$ cat src/rtl/hd_timing_gen.sv
// hd_timing_gen: instruction timing generator. Produces a one-hot phase
// T (T1..T3) and a one-hot beat W (W1..W3) for a simple controller.
// The controller steers beat sequencing (SHORT/LONG) and can halt the
// machine (STOP) at the end of any beat. A pushbutton (QD) restarts it.
module hd_timing_gen (
  input  logic       CLK,
  input  logic       CLR,
  input  logic       QD,
  input  logic       STOP,
  input  logic       SHORT,
  input  logic       LONG,
  output logic [2:0] T,
  output logic [2:0] W,
  output logic       RUNNING,
  output logic [7:0] BEATCNT
);

  typedef enum logic {S_HALT = 1'b0, S_RUN = 1'b1} state_t;

  localparam logic [2:0] PH_NONE = 3'b000;
  localparam logic [2:0] PH_T1   = 3'b001;
  localparam logic [2:0] PH_T2   = 3'b010;
  localparam logic [2:0] PH_T3   = 3'b100;
  localparam logic [2:0] BT_W1   = 3'b001;
  localparam logic [2:0] BT_W2   = 3'b010;
  localparam logic [2:0] BT_W3   = 3'b100;

  state_t state;

  // Synchronizer chain and the edge detector built on it.
  logic sync1, sync2, sync3;
  // fill1/fill2 mark when sync2 holds a genuine QD sample (not the reset 0).
  logic fill1, fill2;
  // armed goes high once QD has been seen low after reset, so a level that
  // was already high at reset release cannot masquerade as a rising edge.
  logic armed;
  logic start;

  assign start   = sync2 & ~sync3 & armed;
  assign RUNNING = (state == S_RUN);

  // Beat successor chosen at the end of T3.
  function automatic logic [2:0] next_beat(input logic [2:0] cur,
                                           input logic       short_req,
                                           input logic       long_req);
    case (cur)
      BT_W1:   next_beat = short_req ? BT_W1 : BT_W2;
      BT_W2:   next_beat = long_req  ? BT_W3 : BT_W1;
      default: next_beat = BT_W1;
    endcase
  endfunction

  // Bring QD into the clock domain and arm edge detection after reset.
  always_ff @(posedge CLK or posedge CLR) begin
    if (CLR) begin
      sync1 <= 1'b0;
      sync2 <= 1'b0;
      sync3 <= 1'b0;
      fill1 <= 1'b0;
      fill2 <= 1'b0;
      armed <= 1'b0;
    end else begin
      // NOTE: non-blocking assignments make every flop sample the pre-edge
      // value of its source, which is what turns these lines into a chain.
      sync1 <= QD;
      sync2 <= sync1;
      sync3 <= sync2;
      fill1 <= 1'b1;
      fill2 <= fill1;
      if (fill2 && !sync2) armed <= 1'b1;
    end
  end

  // HALT/RUN machine with phase, beat and beat counter all registered.
  always_ff @(posedge CLK or posedge CLR) begin
    if (CLR) begin
      state   <= S_HALT;
      T       <= PH_NONE;
      W       <= BT_W1;
      BEATCNT <= 8'd0;
    end else begin
      case (state)
        S_HALT: begin
          if (start) begin
            state <= S_RUN;
            T     <= PH_T1;
          end
        end
        S_RUN: begin
          case (T)
            PH_T1: T <= PH_T2;
            PH_T2: T <= PH_T3;
            PH_T3: begin
              W       <= next_beat(W, SHORT, LONG);
              BEATCNT <= BEATCNT + 8'd1;
              if (STOP) begin
                state <= S_HALT;
                T     <= PH_NONE;
              end else begin
                T <= PH_T1;
              end
            end
            default: T <= PH_T1;
          endcase
        end
        default: begin
          state <= S_HALT;
          T     <= PH_NONE;
        end
      endcase
    end
  end

endmodule

$ cat config.mk
export PLATFORM = sky130hd
export DESIGN_NAME = hd_timing_gen
export DESIGN_NICKNAME = d
export VERILOG_FILES = /design/src/rtl/hd_timing_gen.sv
export SDC_FILE = /design/constraint.sdc
export NUM_CORES = 1
export LEC_CHECK = 0
export BUFFER_PORTS_ARGS = -buffer_cell sky130_fd_sc_hd__buf_2
export CAP_MARGIN = 20
export CORE_AREA = 2 2 51 53
export DETAILED_ROUTE_END_ITERATION = 12
export DIE_AREA = 0 0 53 55
export PLACE_DENSITY_LB_ADDON = 0.15
export SYNTH_ARGS = -nofsm -noshare
export SYNTH_HDL_FRONTEND = slang
export SYNTH_SLANG_ARGS = --single-unit
$ cat constraint.sdc
create_clock -name CLK -period 1.25 [get_ports CLK]
set_clock_uncertainty 0.2 [all_clocks]
set_input_delay 0.1875 -clock CLK [delete_from_list [all_inputs] [get_ports CLK]]
set_output_delay 0.1875 -clock CLK [all_outputs]
set_load 0.01 [all_outputs]
# Yosys cells after proc, flatten, opt, wreduce, memory -nomap -nowiden
# Cells that the tools add are included.
# word_totals
regBits	21
word_cells	35
# classes
n_eq_ne	6
muxes	11
reduce_logical	3
add_sub_neg	1
bitwise	4
# op_table
operator	count
3-bit case mux with 2 select lines	2
3-bit case mux with 3 select lines	1
8-bit by 1-bit adder with 8-bit output (second input constant)	1
3-bit by 1-bit == test with 1-bit output (second input constant)	2
3-bit by 2-bit == test with 1-bit output (second input constant)	2
3-bit 2-to-1 mux	2
1-bit 2-to-1 mux	4
3-bit == test (second input constant)	1
1-bit AND	2
2-bit 2-to-1 mux	1
2-bit inequality test (second input constant)	1
1-bit inverter	2
1-bit case mux with 2 select lines	1
2-bit AND reduction	1
1-bit logical AND	1
1-bit zero test	1

# Longest topological paths before layout
# depth
depth_word	5
mapped_depth	4

# Least setup slack after synthesis
# Ideal clock, no wire load.
# synth_timing
path_type	reg-to-reg
startpoint	register T[0]
endpoint	register BEATCNT[3]
required_time_ps	923
path_slack_ps	-165
path_buffers	1
arrival_ps	1088
setup_ps	127
stages_incl_launch_ff	5
path_cell_list	dfrtp_1 and4bb_1 buf_4 nand4_1 xnor2_1
# synth_between
elab_chain_cells	2
# synth_lines
item	line	text
from (decl)	12	output logic [2:0] T,
from (signal assigned)	78	T <= PH_NONE;
from (signal assigned)	86	T <= PH_T1;
from (signal assigned)	91	PH_T1: T <= PH_T2;
3-bit == test	90	case (T)
2-bit AND reduction (no source line)	--	
to (signal assigned)	95	BEATCNT <= BEATCNT + 8'd1;
to (decl)	15	output logic [7:0] BEATCNT
# No other way between the ends.
# A chain may end at the register's enable or synchronous reset.

# Final worst setup path
# layout_timing
startpoint	register W[0]
endpoint	output W[0]
# layout_lines
item	line	text
from (decl)	13	output logic [2:0] W,
from (signal assigned)	94	W <= next_beat(W, SHORT, LONG);
# No word-level cell between the ends.

==> results.sh <==
export IMPL_first_pass_iters=4
export IMPL_arrival_ns=1.05
export IMPL_synth_seq_cells=21
export IMPL_setup_viol_count_final=24
export IMPL_cp_startpoint="W[0]$_DFFE_PP1P_"
export IMPL_fin_util=0.613
export IMPL_ios=21
export IMPL_worstPathMaxFanout=2
export IMPL_cts_buffers=3
export IMPL_via_per_inst=4.57
export IMPL_cts_max_level=1
export IMPL_dpl_hpwl_um=1280
export IMPL_grt_max_degree=12
export IMPL_cts_clk_slew_worst_paths_ns=0.12
export IMPL_place_area_sq_mm=0.00115
export IMPL_drive_gt1_frac=0.559
export IMPL_dieArea_sq_mm=0.00292
export IMPL_r2r_start="T[0]$_DFFE_PP0P_"
export IMPL_hp_class="input port to flop"
export IMPL_largest_reg_flops=8
export IMPL_coreArea_sq_mm=0.00236
export IMPL_path_class="flop to output pin"
export IMPL_grt_pass1_vias=746
export IMPL_vias=717
export IMPL_muxShareOfSynthArea=0
export IMPL_clockRootBuffer="clkbuf_4"
export IMPL_drt_wl_total_um=1770
export IMPL_timing_final_ws_setup_ns=-0.189
export IMPL_cap_viol_max_count=0
export IMPL_synth_xor_area_share=0.0684
export IMPL_max_freq_mhz=695
export IMPL_largest_register="BEATCNT"
export IMPL_syn_avg_cell_area_sq_um=12.6
export IMPL_fin_area_sq_mm=0.00145
export IMPL_place_congestion=0.709
export IMPL_peakVddDrop_uv=1260
export IMPL_die_y_um=55
export IMPL_fin_nets=135
export IMPL_placedCellCount=136
export IMPL_crit_required_ns=0.86
export IMPL_drtIter0Drc=2
export IMPL_synth_fp_nets=78
export IMPL_end_kind="output pin"
export IMPL_antenna_found_initial=0
export IMPL_initial_utilization=0.379
export IMPL_rows=18
export IMPL_rsz0062_at_grt="yes"
export IMPL_ys_warn_count=0
export IMPL_die_x_um=53
export IMPL_period_share=1.15
export IMPL_post_drt_wl_per_cell_um=11.2
export IMPL_synth_seq_area_share=0.588
export IMPL_top_regs="BEATCNT: 8 flops, T: 3 flops, W: 3 flops"
export IMPL_synth_area_sq_um=896
export IMPL_num_antenna_cells=0
export IMPL_synth_compound_area_share=0.0978
export IMPL_synth_top_family_by_area="simple AND/OR/NAND/NOR gates"
export IMPL_overflow=0
export IMPL_grt_use_total=0.152
export IMPL_fin_hold_ws_ns=0.0731
export IMPL_total_power_mw=2.77
export IMPL_clk_latency_ns=0.30
export IMPL_clock_sinks=21
export IMPL_yosys_area_share_adder=0.0140
export IMPL_io_buffer_count=20
export IMPL_dp_slack_ns=-0.160
export IMPL_violations="setup timing"
export IMPL_leakagePower_nw=0.728
export IMPL_area_growth_pct=61.7
export IMPL_fin_setup_tns_ns=-2.42
export IMPL_cp_start_kind="flop"
export IMPL_mostFrequentLayoutCell="buf_4"
export IMPL_clockBufferDepth=2
export IMPL_period_minus_slack_ns=1.44
export IMPL_netlist_instances=71
export IMPL_synth_cell_types=31
export IMPL_fillCellCount=202
export IMPL_grt_pass1_wl_um=3130
export IMPL_min_delay_start="LONG"
export IMPL_antenna_left=0
export IMPL_drv_slew=0
export IMPL_hold_viol_final=0
export IMPL_final_cells=157
export IMPL_layout_common_cells="20 x buf_4, 19 x buf_6, 17 x dfrtp_1"
export IMPL_powerDensity_mw_per_mm2=1910
export IMPL_drc=0
export IMPL_status="complete, but fails checks"
export IMPL_yosys_area_share_simple=0.186
export IMPL_cts_tree="built"
-- cell usage after synthesis --
cell,number,share of area
a21oi_2,1,0.0098
nand3_1,1,0.0056
o311a_1,1,0.011
and3_1,1,0.0070
a21o_2,2,0.020
buf_4,1,0.0084
nand4_1,5,0.035
a31oi_1,1,0.0070
dfstp_2,1,0.029
ha_1,1,0.014
dfrtp_1,20,0.56
and3b_2,1,0.011
conb_1,1,0.0042
and2b_2,1,0.0098
a21oi_1,2,0.011
xor2_1,1,0.0098
a21o_1,1,0.0084
nor4_1,1,0.0070
nor3_4,1,0.018
nand2_1,5,0.021
and4bb_1,1,0.014
nor3b_1,1,0.0084
nor4b_4,1,0.027
nand4bb_1,1,0.013
xnor2_1,6,0.059
nor2_1,1,0.0042
inv_1,5,0.021
o22a_1,2,0.020
o21ai_0,2,0.011
buf_6,1,0.013
nor3_1,1,0.0056
-- cells by family after synthesis --
family	count (synthesis)
compound gates	12
xor+xnor	7
fa+ha+maj	1
buf+inv	7
flops	21
other cells	1
simple gates	22
-- where the power goes --
group / internal, mW / switching (mW)
sequential: 0.856 / 0.155
combinational: 0.883 / 0.554
clock: 0.124 / 0.197
-- worst paths after layout --
check	cells after the start	end	slack, ns
worst max-delay path	2	W[0]	-0.19
worst min-delay path	4	W[0]$_DFFE_PP1P_	0.07
worst max register to register	4	W[1]$_DFFE_PP0P_	-0.17
worst min register to register	0	sync2$_DFF_PP0_	0.16
max in group asynchronous	4	W[0]$_DFFE_PP1P_	0.22
min in group asynchronous	3	fill1$_DFF_PP0_	0.16
-- cell type report --
type | count | area [sq um] | area share
Clock buffer | 4 | 26.3 | 0.0181
Multi-Input combinational cell | 43 | 382 | 0.263
Timing Repair Buffer | 54 | 454 | 0.313
Tap cell | 30 | 37.5 | 0.0259
Inverter | 5 | 18.8 | 0.0130
Sequential cell | 21 | 531 | 0.366
-- layer usage --
metal | vias up | GRT usage | routed length [um]
li1 | 358 | - | -
met5 | - | 0 | 0
met4 | 0 | 0.0769 | 13
met3 | 2 | 0.0323 | 66
met1 | 345 | 0.186 | 811
met2 | 12 | 0.256 | 875
-- worst max-delay path, stage by stage (launching register included) --
cell and delay [ns]:
dfstp_2 0.56, buf_6 0.10, buf_6 0.09
-- repair_timing --
item | 4_1_cts | 5_1_grt
setup buffers | 11 | 4
pin swaps | 6 | 4
endpoints found under the setup margin | 25 | 30
hold buffers | 3 | 0
resized for setup | 17 | 8
hold endpoints to repair | 22 | 0
gates cloned | 0 | 0
No activity file was read; power rests on OpenSTA's default activity.
